File: src/rtl/object_trajectory_if.sv
// Launch/position bundle between a trajectory controller and its client.
// Master drives launch request, start state, tick period and hit; slave returns position and status.
// Widths follow the position and velocity parameters of the attached object_trajectory.
interface object_trajectory_if #(
    parameter int XW = 10,
    parameter int YW = 9,
    parameter int VW = 8
);
    logic                 launch;
    logic [XW-1:0]        launch_x;
    logic [YW-1:0]        launch_y;
    logic signed [VW-1:0] launch_vx;
    logic signed [VW-1:0] launch_vy;
    logic [31:0]          tick_period;
    logic                 hit;
    logic [XW-1:0]        posx;
    logic [YW-1:0]        posy;
    logic                 active;
    logic                 ready;
    logic                 exited;

    modport master (
        output launch, launch_x, launch_y, launch_vx, launch_vy, tick_period, hit,
        input  posx, posy, active, ready, exited
    );

    modport slave (
        input  launch, launch_x, launch_y, launch_vx, launch_vy, tick_period, hit,
        output posx, posy, active, ready, exited
    );
endinterface

File: src/rtl/object_trajectory.sv
// Ballistic object motion: position integrates velocity once per tick, gravity adds to vy every GRAV_DIV ticks.
// Latency: launch accepted in one edge; first move P edges later, then every P edges (P = max(tick_period,1)).
// Backpressure: ready low while in flight; launches seen then are dropped, hit aborts the flight.
// Ports: clk, rst (sync, active-high), bus (slave): launch/launch_x/launch_y/launch_vx/launch_vy/
//        tick_period/hit in; posx/posy/active/ready/exited out.
module object_trajectory #(
    parameter int XW        = 10,
    parameter int YW        = 9,
    parameter int VW        = 8,
    parameter int X_MAX     = 639,
    parameter int Y_MAX     = 479,
    parameter int GRAV_DIV  = 4,
    parameter int GRAV_STEP = 1
) (
    input  logic              clk,
    input  logic              rst,
    object_trajectory_if.slave bus
);
    // Next-position arithmetic is wide enough that no sum can wrap, so off-screen
    // in either direction is seen as a plain signed comparison.
    localparam int NW0 = ((XW > YW) ? XW : YW) + 2;
    localparam int NW  = (NW0 > VW) ? NW0 : VW + 1;

    localparam logic signed [NW-1:0] X_LIM = NW'(X_MAX);
    localparam logic signed [NW-1:0] Y_LIM = NW'(Y_MAX);
    localparam logic signed [31:0]   V_POS = 32'((2 ** (VW - 1)) - 1);
    localparam logic signed [31:0]   V_NEG = -32'(2 ** (VW - 1));

    typedef enum logic {IDLE, FLY} state_t;

    state_t               state;
    logic [XW-1:0]        posx;
    logic [YW-1:0]        posy;
    logic signed [VW-1:0] vx;
    logic signed [VW-1:0] vy;
    logic [31:0]          tickCnt;
    logic [31:0]          gravCnt;
    logic                 exited;

    logic [31:0]          period;
    logic                 tick;
    logic signed [NW-1:0] nx;
    logic signed [NW-1:0] ny;
    logic                 offScreen;
    logic                 gravWrap;
    logic signed [31:0]   vyWide;
    logic signed [VW-1:0] vyNext;

    always_comb begin
        period = (bus.tick_period == 32'd0) ? 32'd1 : bus.tick_period;
        // ">=" so a period shortened below the running count ticks on the next edge.
        tick   = (tickCnt >= period - 32'd1);

        nx = NW'(posx) + NW'(vx);
        ny = NW'(posy) + NW'(vy);
        offScreen = (nx < 0) || (nx > X_LIM) || (ny > Y_LIM);

        gravWrap = (gravCnt >= 32'(GRAV_DIV - 1));
        vyWide   = 32'(vy) + 32'(GRAV_STEP);
        if (vyWide > V_POS)
            vyNext = VW'(V_POS);
        else if (vyWide < V_NEG)
            vyNext = VW'(V_NEG);
        else
            vyNext = vyWide[VW-1:0];
    end

    always_ff @(posedge clk) begin
        if (rst) begin
            state   <= IDLE;
            posx    <= '0;
            posy    <= '0;
            vx      <= '0;
            vy      <= '0;
            tickCnt <= '0;
            gravCnt <= '0;
            exited  <= 1'b0;
        end else begin
            exited <= 1'b0;
            case (state)
                IDLE: begin
                    if (bus.launch) begin
                        posx    <= bus.launch_x;
                        posy    <= bus.launch_y;
                        vx      <= bus.launch_vx;
                        vy      <= bus.launch_vy;
                        tickCnt <= '0;
                        gravCnt <= '0;
                        state   <= FLY;
                    end
                end
                FLY: begin
                    if (bus.hit) begin
                        // Slice wins over a same-cycle tick: freeze where we are.
                        state <= IDLE;
                    end else if (tick) begin
                        tickCnt <= '0;
                        if (gravWrap) begin
                            gravCnt <= '0;
                            vy      <= vyNext;
                        end else begin
                            gravCnt <= gravCnt + 32'd1;
                        end
                        if (offScreen) begin
                            exited <= 1'b1;
                            state  <= IDLE;
                        end else begin
                            posx <= nx[XW-1:0];
                            // Ceiling clamp: an upward move past the top pins to row 0.
                            posy <= (ny < 0) ? '0 : ny[YW-1:0];
                        end
                    end else begin
                        tickCnt <= tickCnt + 32'd1;
                    end
                end
                default: state <= IDLE;
            endcase
        end
    end

    assign bus.posx   = posx;
    assign bus.posy   = posy;
    assign bus.active = (state == FLY);
    assign bus.ready  = (state == IDLE);
    assign bus.exited = exited;
endmodule

File: src/flat_wrapper.sv
// flat-port wrapper written by rule: the top's interface ports become plain ports
module object_trajectory_flat 
#(
    parameter int XW        = 10,
    parameter int YW        = 9,
    parameter int VW        = 8,
    parameter int X_MAX     = 639,
    parameter int Y_MAX     = 479,
    parameter int GRAV_DIV  = 4,
    parameter int GRAV_STEP = 1
)
  (clk, rst, bus_launch, bus_launch_x, bus_launch_y, bus_launch_vx, bus_launch_vy, bus_tick_period, bus_hit, bus_posx, bus_posy, bus_active, bus_ready, bus_exited);
  object_trajectory_if #(.XW(XW), .YW(YW), .VW(VW)) bus_i ();
  input  logic clk;
  input  logic rst;
  input wire logic [$bits(bus_i.launch)-1:0] bus_launch;
  input wire logic [$bits(bus_i.launch_x)-1:0] bus_launch_x;
  input wire logic [$bits(bus_i.launch_y)-1:0] bus_launch_y;
  input wire logic [$bits(bus_i.launch_vx)-1:0] bus_launch_vx;
  input wire logic [$bits(bus_i.launch_vy)-1:0] bus_launch_vy;
  input wire logic [$bits(bus_i.tick_period)-1:0] bus_tick_period;
  input wire logic [$bits(bus_i.hit)-1:0] bus_hit;
  output wire logic [$bits(bus_i.posx)-1:0] bus_posx;
  output wire logic [$bits(bus_i.posy)-1:0] bus_posy;
  output wire logic [$bits(bus_i.active)-1:0] bus_active;
  output wire logic [$bits(bus_i.ready)-1:0] bus_ready;
  output wire logic [$bits(bus_i.exited)-1:0] bus_exited;
  assign bus_i.launch = bus_launch;
  assign bus_i.launch_x = bus_launch_x;
  assign bus_i.launch_y = bus_launch_y;
  assign bus_i.launch_vx = bus_launch_vx;
  assign bus_i.launch_vy = bus_launch_vy;
  assign bus_i.tick_period = bus_tick_period;
  assign bus_i.hit = bus_hit;
  assign bus_posx = bus_i.posx;
  assign bus_posy = bus_i.posy;
  assign bus_active = bus_i.active;
  assign bus_ready = bus_i.ready;
  assign bus_exited = bus_i.exited;
  object_trajectory #(.XW(XW), .YW(YW), .VW(VW), .X_MAX(X_MAX), .Y_MAX(Y_MAX), .GRAV_DIV(GRAV_DIV), .GRAV_STEP(GRAV_STEP)) u_core (.clk(clk), .rst(rst), .bus(bus_i));
endmodule
File: config.mk
export PLATFORM = sky130hd
export DESIGN_NAME = object_trajectory_flat
export DESIGN_NICKNAME = d
export VERILOG_FILES = /design/src/rtl/object_trajectory_if.sv /design/src/rtl/object_trajectory.sv /design/src/flat_wrapper.sv
export SDC_FILE = /design/constraint.sdc
export NUM_CORES = 1
export LEC_CHECK = 0
export BUFFER_PORTS_ARGS = -buffer_cell sky130_fd_sc_hd__buf_2
export CORE_MARGIN = 4
export CORE_UTILIZATION = 45
export CTS_CLUSTER_DIAMETER = 60
export DETAILED_ROUTE_END_ITERATION = 8
export GPL_TIMING_DRIVEN = 0
export SLEW_MARGIN = 5
export SYNTH_ARGS = -nofsm -noshare
export SYNTH_HDL_FRONTEND = slang
export SYNTH_SLANG_ARGS = --single-unit
File: constraint.sdc
create_clock -name clk -period 5.7 [get_ports clk]
set_clock_uncertainty 0.05 [all_clocks]
set_input_delay 0.855 -clock clk [delete_from_list [all_inputs] [get_ports clk]]
set_output_delay 0.855 -clock clk [all_outputs]
set_load 0.02 [all_outputs]
==> impl_metrics.env, run 1 <==
export IMPL_placed_area_um2=7490
export IMPL_path_class="input port to flip-flop"
export IMPL_synth_ff_type="dfxtp_1"
export IMPL_fp_row_count=44
export IMPL_synth_enable_flop_cells=0
export IMPL_synth_warnings=0
export IMPL_worst_path_max_fanout=10
export IMPL_async_flop_share_pct=0
export IMPL_maxSlewViolCount=0
export IMPL_synth_distinct_cells=74
export IMPL_ios=93
export IMPL_hold_class="flip-flop to flip-flop"
export IMPL_p_leak_nw=3.24
export IMPL_drc=0
export IMPL_netlist_area_um2=6800
export IMPL_r2r_start="u_core.bus.posx[0]"
export IMPL_pwr_share_seq_pct=43.0
export IMPL_cts_hold_buf=0
export IMPL_clock_sinks=101
export IMPL_start_kind="input port"
export IMPL_clock_latency_ns=0.36
export IMPL_min_period_ns=5.32
export IMPL_clock_fmax_mhz=188
export IMPL_synth_seq_cells=101
export IMPL_diodes=0
export IMPL_cts_buffers=9
export IMPL_fin_crit_sh_pct=93.3
export IMPL_yosys_area_top_type_share_pct=29.7
export IMPL_io_buffer_count=91
export IMPL_finish_utilization_pct=53.9
export IMPL_die_area_um2=17100
export IMPL_stdcell_count=1106
export IMPL_hold_depth=1
export IMPL_p_clk_share_pct=34.6
export IMPL_status="finished, final reports clean"
export IMPL_syn2layout_area_growth_pct=16.0
export IMPL_antenna_found_initial=0
export IMPL_rrSetupSlack_ns=2.47
export IMPL_syn_avg_cell_area_um2=8.40
export IMPL_path_clk_slew_ns=0.08
export IMPL_vias_per_cell=5.84
export IMPL_fp_coreArea_um2=14600
export IMPL_arrival_ns=5.53
export IMPL_maxSlewHeadroom_pct=48.5
export IMPL_worstReg2RegEnd="u_core.bus.posy[0]"
export IMPL_vias=6460
export IMPL_min_from="u_core.gravCnt[28]"
export IMPL_wire_per_inst_um=16.5
export IMPL_dp_cells=1085
export IMPL_fin_tns_setup_ns=0
export IMPL_grt_use_total_pct=21.4
export IMPL_yosys_area_top_type="dfxtp_1"
export IMPL_syn_nets=941
export IMPL_hpwl_mm=14.4
export IMPL_drt_iter0_drc=385
export IMPL_swShare_pct=32.2
export IMPL_grt_overflow_total=0
export IMPL_hold_viol_final=0
export IMPL_syn_inst=810
export IMPL_cts_root_buf="clkbuf_16"
export IMPL_fp_dieW_um=131
export IMPL_finalPower_mw=1.76
export IMPL_worst_slew_pin_slew_ns=0.772
export IMPL_combPwrFrac_pct=22.4
export IMPL_ys_seq_area_share_pct=29.7
export IMPL_power_switching_mw=0.567
export IMPL_dr_pass1_iters=5
export IMPL_worstSetupEndpointType="flip-flop"
export IMPL_gp_congestion=0.878
export IMPL_p_per_area_nw_per_um2=223
export IMPL_grt_pass1_wl_mm=29.6
export IMPL_vdd_ir_drop_worst_mv=0.188
export IMPL_setup_violations=0
export IMPL_final_area_um2=7890
export IMPL_worst_slack_ns=0.383
export IMPL_cts_htree_levels=3
export IMPL_cts_tree="built"
export IMPL_intPower_mw=1.20
export IMPL_drt_wl_total_mm=18.3
export IMPL_die_h_um=131
export IMPL_whs_ns=0.414
export IMPL_grt_max_degree=20
export IMPL_netlist_top_cells_area="dfxtp_1 30%, ha_1 11%, xnor2_1 5.7%, a21oi_1 5.2%, nor2_1 4.8%"
export IMPL_worstPathRequired_ns=5.91
export IMPL_grt_pass1_vias=6044
export IMPL_drive_gt1_share_pct=18.0
export IMPL_reg2reg_depth=10
export IMPL_clock_path_buffers=2
export IMPL_pre_cts_slack_ns=-0.971
export IMPL_start_util_pct=46.5
export IMPL_min_to="u_core.gravCnt[28]"
export IMPL_drv_cap=0
export IMPL_ant_nets=0
export IMPL_grt_setup_unrepaired="no"
export IMPL_final_nets=1048
synthesized netlist by cell type, types with 3 or more instances:
cell,count
dfxtp_1,101
inv_1,25
nand3_1,25
and4_1,7
nand2_1,58
xor2_1,28
nor4_1,18
a21o_1,11
a31oi_1,13
clkbuf_1,15
a2111oi_2,7
nor2_1,87
nor2b_1,5
o21a_1,4
and3_1,20
mux2i_1,9
o211ai_1,6
nand2b_1,7
buf_6,4
a2111oi_0,3
nand4_1,19
buf_2,8
a211o_1,4
ha_1,58
xnor2_1,44
o2111ai_1,3
or4_1,7
nor3_1,26
a41oi_1,3
o21ai_0,18
buf_1,3
a311oi_2,10
a21oi_1,71
and2_1,18
a211oi_1,12
or3_1,3
repair_timing:
item | 4_1_cts | 5_1_grt
gates resized for setup | 6 | 7
pin swaps | 0 | 2
setup buffers | 0 | 6
endpoints found under the setup margin | 87 | 80
routing by layer:
metal  track usage (%)  part of all wire (%)  wire (um)  up-vias
li1                  -                     -          -     3209
met3              4.80                   4.8        876       25
met5                 0                     0          0        -
met1              28.3                    46       8430     3078
met2              35.3                    47       8640      148
met4              5.75                   1.8        327        0
placed cells by master (no fill, tap or decap), types with 7 or more instances in the layout:
cell / count
xor2_1: 28
nand2_1: 58
a2111oi_2: 7
inv_1: 25
and4_1: 7
and3_1: 20
nand4_1: 19
clkbuf_16: 9
a21o_1: 11
nand2b_1: 7
nor3_1: 25
nor2_1: 86
nand3_1: 25
a211oi_1: 11
xnor2_1: 44
dfxtp_1: 101
mux2i_1: 9
a311oi_2: 10
and2_1: 18
o21ai_0: 18
a21oi_1: 71
or4_1: 7
clkbuf_1: 13
a31oi_1: 13
ha_1: 58
buf_2: 98
nor4_1: 18
power groups by stage:
stage	Sequential [mW]	Clock, mW	Combinational, mW
after CTS	0.759	0.623	0.387
after floorplan	0.783	0	0.253
final	0.759	0.610	0.395
after global placement	0.774	0	0.374
after global routing	0.763	0.657	0.435
after detailed placement	0.775	0	0.383
critical path: stages:
cell and delay (ns):
buf_2 0.13, or4_1 0.59, nor4b_1 0.28, nand4b_1 0.22, inv_1 0.10, a31oi_1 0.16
ha_1 0.27, nand2_1 0.12, nor2_1 0.08, and3_1 0.23, nand2_1 0.15, nor4_1 0.08
xnor2_1 0.13, ha_1 0.30, nand2_1 0.08, o21ai_0 0.12, a221oi_1 0.39, o31ai_1 0.15
a31oi_2 0.33, o21ai_4 0.15, buf_12 0.18, buf_2 0.21, a311oi_2 0.23
worst max path at each step:
| stage | startpoint | to | slack, ns | cells past startpoint |
|---|---|---|---|---|
| finish | bus_tick_period[23] | u_core.bus.posx[3] | 0.38 | 23 |
| global route | bus_tick_period[23] | u_core.tickCnt[8] | 0.01 | 22 |
| CTS | bus_tick_period[13] | u_core.gravCnt[30] | 0.02 | 23 |
| detailed placement | bus_tick_period[13] | u_core.bus.posx[7] | -0.97 | 20 |
| global placement | bus_tick_period[13] | u_core.bus.posx[4] | -0.96 | 20 |
| floorplan | bus_tick_period[13] | u_core.vy[0] | 0.72 | 21 |
layout make-up:
class | count | area (um2)
clock inverters | 7 | 63.8
well taps | 184 | 230
repair buffers | 97 | 513
fillers | 1415 | 6750
plain buffers | 30 | 161
inverters | 25 | 93.8
multi-input cells | 653 | 4580
flip-flops and latches | 101 | 2020
clock buffers | 9 | 225
registers in the layout, summed over array words and instances, names as in the netlist:
| name | count |
|---|---|
| u_core.bus.exited | 1 |
| u_core.gravCnt | 32 |
| u_core.vy | 8 |
| u_core.bus.active | 1 |
| u_core.bus.posy | 9 |
| u_core.tickCnt | 32 |
| u_core.vx | 8 |
| u_core.bus.posx | 10 |
kinds of logic after synthesis:
family	after synthesis	synth area share, %
simple gates	314	23.4
mux	9	1.32
xor+xnor	72	9.27
fa+ha+maj	61	11.4
flops	101	29.7
buf+inv	56	3.73
compound gates	197	21.2
(Power assumes the default switching activity.)
==> inputs of run 2 (changes only) <==
PLACE_DENSITY = 0.69   (was not set)
RECOVER_POWER = 25   (was not set)
==> run 2 against run 1 <==
Non-clock buffer count decreased by 4. Clock power about the same. Total power decreased by 0.61%. Flip-flop and latch count unchanged. Register-to-register slack improved by 0.02 ns. Fmax about the same. Highest routed layer unchanged. Critical path depth unchanged. Utilization decreased by 0.41 points. Largest cell class unchanged. Worst setup slack improved by 0.0024 ns. First-iteration DRC count increased by 9.1%. Critical endpoint is now u_core.tickCnt[8].
==> impl_metrics.env, run 2 (synthesis results as in run 1) <==
export IMPL_die_area_um2=17100
export IMPL_placed_area_um2=7490
export IMPL_hold_viol_final=0
export IMPL_final_area_um2=7830
export IMPL_largestRegisters="u_core.gravCnt: 32 flops, u_core.tickCnt: 32 flops, u_core.bus.posx: 10 flops"
export IMPL_worst_path_max_fanout=7
export IMPL_die_h_um=131
export IMPL_start_util_pct=46.5
export IMPL_worst_slack_ns=0.386
export IMPL_seqCellArea_um2=2020
export IMPL_cts_hold_buf=0
export IMPL_io_buffer_count=91
export IMPL_hold_class="flip-flop to flip-flop"
export IMPL_final_common_cell="dfxtp_1"
export IMPL_p_per_area_nw_per_um2=224
export IMPL_gp_congestion=0.950
export IMPL_cts_buffers=9
export IMPL_grt_max_degree=20
export IMPL_hpwl_mm=13.2
export IMPL_worst_slew_pin_slew_ns=0.858
export IMPL_whs_ns=0.412
export IMPL_fill_cells=1424
export IMPL_fp_dieW_um=131
export IMPL_fp_coreArea_um2=14600
export IMPL_finalPower_mw=1.75
export IMPL_clock_latency_ns=0.35
export IMPL_dr_pass1_iters=5
export IMPL_pre_cts_slack_ns=-0.745
export IMPL_grt_use_total_pct=20.7
export IMPL_drt_wl_total_mm=17.4
export IMPL_vdd_ir_drop_worst_mv=0.165
export IMPL_drt_iter0_drc=420
export IMPL_worstPathRequired_ns=5.93
export IMPL_grt_pass1_vias=5886
export IMPL_grt_setup_unrepaired="no"
export IMPL_syn2layout_area_growth_pct=15.2
export IMPL_min_period_ns=5.31
export IMPL_diodes=0
export IMPL_path_class="input port to flip-flop"
export IMPL_fin_tns_setup_ns=0
export IMPL_cts_htree_levels=3
export IMPL_mostFrequentLayoutCells="101 x dfxtp_1, 86 x nor2_1, 77 x buf_2"
export IMPL_ios=93
export IMPL_grt_pass1_wl_mm=28.7
export IMPL_clock_fmax_mhz=188
export IMPL_final_nets=1044
export IMPL_clock_sinks=101
export IMPL_drive_gt1_share_pct=15.5
export IMPL_ant_nets=0
export IMPL_p_leak_nw=3.13
export IMPL_setup_violations=0
export IMPL_clock_path_buffers=2
export IMPL_maxSlewHeadroom_pct=42.8
export IMPL_fin_crit_sh_pct=93.2
export IMPL_maxSlewViolCount=0
export IMPL_drv_cap=0
export IMPL_vias=6258
export IMPL_fp_row_count=44
export IMPL_cts_root_buf="clkbuf_16"
export IMPL_vias_per_cell=5.68
export IMPL_start_kind="input port"
export IMPL_status="finished, final reports clean"
export IMPL_antenna_found_initial=0
export IMPL_path_clk_slew_ns=0.08
export IMPL_multi_input_area_um2=4590
export IMPL_drc=0
export IMPL_arrival_ns=5.54
export IMPL_grt_overflow_total=0
export IMPL_cts_tree="built"
export IMPL_worstSetupEndpointType="flip-flop"
export IMPL_wire_per_inst_um=15.8
run 2: path summary, 6_finish.rpt:
| kind | startpoint | to | slack (ns) | cells past startpoint |
|---|---|---|---|---|
| setup / recovery | bus_tick_period[23] | u_core.tickCnt[8] | 0.39 | 23 |
| hold reg to reg | u_core.vx[3] | u_core.vx[3] | 0.41 | 2 |
| setup reg to reg | u_core.bus.posx[0] | u_core.bus.posy[3] | 2.49 | 10 |
| hold / removal | u_core.vx[3] | u_core.vx[3] | 0.41 | 2 |
run 2: layout make-up:
| class | instances | area share (%) |
|---|---|---|
| well taps | 184 | 2.94 |
| clock buffers | 9 | 2.87 |
| flip-flops and latches | 101 | 25.8 |
| inverters | 25 | 1.20 |
| multi-input cells | 653 | 58.6 |
| repair buffers | 93 | 5.65 |
| clock inverters | 7 | 0.862 |
| plain buffers | 30 | 2.03 |
run 2: where the power goes:
| group | switching [mW] | internal (mW) | total, mW |
|---|---|---|---|
| Sequential | 0.0284 | 0.729 | 0.758 |
| Combinational | 0.236 | 0.151 | 0.387 |
| Clock | 0.300 | 0.307 | 0.607 |
| Total | 0.565 | 1.19 | 1.75 |
run 2: worst max-delay path, cell delays in order:
cell and delay (ns):
buf_2 0.13, or4_1 0.59, nor4b_2 0.25, nand4b_1 0.20, inv_1 0.10, a31oi_1 0.17, ha_2 0.26, nand2_1 0.10
nor2_1 0.08, and3_1 0.21, nand2_1 0.14, nor3_1 0.07, xnor2_1 0.13, ha_1 0.31, nand4_1 0.18, inv_1 0.10
a221oi_4 0.32, o31ai_1 0.14, a31oi_2 0.29, buf_4 0.22, nand2_1 0.07, or4_1 0.47, a21oi_1 0.15
run 2: layer usage:
metal  vias to the layer above  wire length, um  track usage [%]
met4                         0              365             6.84
met3                        27              593             3.17
met2                       117             8010             32.9
li1                       3210                -                -
met5                         -                0                0
met1                      2904             8390             28.9
run 2: timing repair:
| action | CTS | global route |
|---|---|---|
| buffers inserted | 2 | 0 |
| pin swaps | 1 | 1 |
| endpoints found under the setup margin | 70 | 78 |
| resized for setup | 4 | 10 |
run 2: stage by stage:
step,std cells,utilization [%]
6_report,1102,53.5
4_1_cts,1103,53.3
3_3_place_gp,1085,51.1
2_1_floorplan,810,-
5_1_grt,1102,53.5
3_5_place_dp,1085,51.1
==> inputs of run 3 (changes only) <==
SETUP_SLACK_MARGIN = 0.4   (was not set)
clock period = 6.7 ns   (was 5.7 ns; I/O delays follow)
==> run 3 against run 2 <==
Sequential share of layout area increased by 0.16 points. Worst setup slack improved by 0.40 ns. Final cell count about the same. Combinational power decreased by 16%. Design area decreased by 0.62%. First-iteration DRC count decreased by 11%. Clock-buffer cell count unchanged. Total power decreased by 15%. Sequential power decreased by 15%. Via count increased by 0.30%. Highest routed layer unchanged. Die area unchanged. Global-route usage decreased by 0.085 points.
==> impl_metrics.env, run 3 (synthesis results as in run 1) <==
export IMPL_cpPeakStageDelay_ns=0.64
export IMPL_largestRegisters="u_core.gravCnt: 32 flops, u_core.tickCnt: 32 flops, u_core.bus.posx: 10 flops"
export IMPL_clock_latency_ns=0.35
export IMPL_worstSetupEndpointType="flip-flop"
export IMPL_drv_cap=0
export IMPL_min_period_ns=5.91
export IMPL_crit_buf_inv=3
export IMPL_setup_violations=0
export IMPL_final_common_cell="dfxtp_1"
export IMPL_swShare_pct=32.4
export IMPL_hold_viol_final=0
export IMPL_drc=0
export IMPL_die_h_um=131
export IMPL_cts_buffers=9
export IMPL_maxSlewHeadroom_pct=42.6
export IMPL_power_switching_mw=0.483
export IMPL_hpwl_mm=13.2
export IMPL_cts_htree_levels=3
export IMPL_maxSlewViolCount=0
export IMPL_die_area_um2=17100
export IMPL_multi_input_area_um2=4540
export IMPL_fp_dieW_um=131
export IMPL_final_nets=1045
export IMPL_path_class="input port to flip-flop"
export IMPL_grt_pass1_wl_mm=28.6
export IMPL_dr_pass1_iters=5
export IMPL_start_kind="input port"
export IMPL_start_util_pct=46.5
export IMPL_intPower_mw=1.01
export IMPL_fill_cells=1441
export IMPL_worstPathRequired_ns=6.92
export IMPL_vdd_ir_drop_worst_mv=0.140
export IMPL_fin_crit_sh_pct=88.2
export IMPL_clock_path_buffers=2
export IMPL_drt_wl_total_mm=17.3
export IMPL_vias=6277
export IMPL_p_per_area_nw_per_um2=192
export IMPL_whs_ns=0.413
export IMPL_drt_iter0_drc=374
export IMPL_grt_pass1_vias=5862
export IMPL_pwr_share_seq_pct=43.2
export IMPL_antenna_found_initial=0
export IMPL_arrival_ns=6.13
export IMPL_grt_overflow_total=0
export IMPL_p_leak_nw=3.12
export IMPL_clock_sinks=101
export IMPL_cp_slowest_cell="o311ai_1"
export IMPL_cp_top_family="compound AO/OA/AOI/OAI gates"
export IMPL_wl_met1_mm=8.36
export IMPL_path_clk_slew_ns=0.08
export IMPL_wl_met2_mm=7.92
export IMPL_vias_per_cell=5.69
export IMPL_grt_setup_unrepaired="no"
export IMPL_wl_met3_um=697
export IMPL_cts_root_buf="clkbuf_16"
export IMPL_wire_per_inst_um=15.7
export IMPL_worst_slew_pin_slew_ns=0.861
export IMPL_io_buffer_count=91
export IMPL_worst_path_max_fanout=10
export IMPL_finish_utilization_pct=53.2
export IMPL_top_layer="met4"
export IMPL_grt_use_total_pct=20.7
export IMPL_fin_tns_setup_ns=0
export IMPL_combPwrFrac_pct=21.9
export IMPL_seqCellArea_um2=2020
export IMPL_grt_max_degree=20
export IMPL_ios=93
export IMPL_drive_gt1_share_pct=14.9
export IMPL_ant_nets=0
export IMPL_mostFrequentLayoutCells="101 x dfxtp_1, 86 x nor2_1, 77 x buf_2"
export IMPL_clock_fmax_mhz=169
export IMPL_diodes=0
export IMPL_status="finished, final reports clean"
export IMPL_hold_class="flip-flop to flip-flop"
export IMPL_syn2layout_area_growth_pct=14.4
export IMPL_worstPathCellList="buf_2 > or4_1 > nor4b_1 > nand4b_1 > inv_1 > a31oi_1 > ha_1 > nand2_1 > or2_2 > nor3_1 > xnor2_1 > ha_1 > and4_1 > nand4_1 > o311ai_1 > a31oi_2 > o21ai_2 > buf_2 > a21oi_1 > a311oi_2"
export IMPL_fp_coreArea_um2=14600
export IMPL_gp_congestion=0.950
export IMPL_p_clk_share_pct=34.9
export IMPL_cts_tree="built"
export IMPL_fp_row_count=44
run 3: power groups by stage:
stage                     Clock (mW)  Combinational, mW  Sequential (mW)
after floorplan                    0              0.215            0.666
after global routing           0.555              0.363            0.648
after CTS                      0.526              0.329            0.644
final                          0.521              0.327            0.645
after detailed placement           0              0.327            0.658
after global placement             0              0.323            0.658
run 3: final cells by class:
| type | count | area share [%] |
|---|---|---|
| Buffer | 31 | 2.07 |
| Timing Repair Buffer | 93 | 5.69 |
| Sequential cell | 101 | 26.0 |
| Clock buffer | 9 | 2.89 |
| Multi-Input combinational cell | 653 | 58.3 |
| Clock inverter | 7 | 0.868 |
| Tap cell | 184 | 2.96 |
| Inverter | 25 | 1.21 |
run 3: repair_timing:
action | 4_1_cts | 5_1_grt
gates resized for setup | 0 | 6
hold buffers | 0 | 0
buffers inserted | 0 | 2
setup endpoints to repair | 0 | 74
run 3: stage by stage:
| stage | cell area (um2) | worst slack (ns) | instances | power [mW] |
|---|---|---|---|---|
| 2_1_floorplan | 6800 | 1.57 | 810 | 0.882 |
| 4_1_cts | 7780 | 0.452 | 1101 | 1.50 |
| 6_report | 7780 | 0.788 | 1103 | 1.49 |
| 3_5_place_dp | 7490 | 0.105 | 1085 | 0.985 |
| 5_1_grt | 7780 | 0.412 | 1103 | 1.57 |
| 3_3_place_gp | 7490 | 0.185 | 1085 | 0.981 |
run 3: layer usage:
metal / vias to the layer above / GRT usage, %
met4: 0 / 6.84
met5: - / 0
met3: 28 / 3.17
met2: 119 / 32.7
met1: 2918 / 28.8
li1: 3212 / -
run 3: final timing paths:
check	start	endpoint	slack, ns	cells after the start
min	u_core.vx[3]	u_core.vx[3]	0.41	2
max	bus_tick_period[23]	u_core.bus.posx[5]	0.79	20
max reg2reg	u_core.tickCnt[10]	u_core.bus.posx[5]	3.30	9
min reg2reg	u_core.vx[3]	u_core.vx[3]	0.41	2
run 3: worst reg2reg max path: stages (launching register included):
cell and delay [ns]:
dfxtp_1 0.37, ha_1 0.33, and4_1 0.22, nand4_1 0.11, o311ai_1 0.64, a31oi_2 0.33
o21ai_2 0.54, buf_2 0.38, a21oi_1 0.12, a311oi_2 0.24
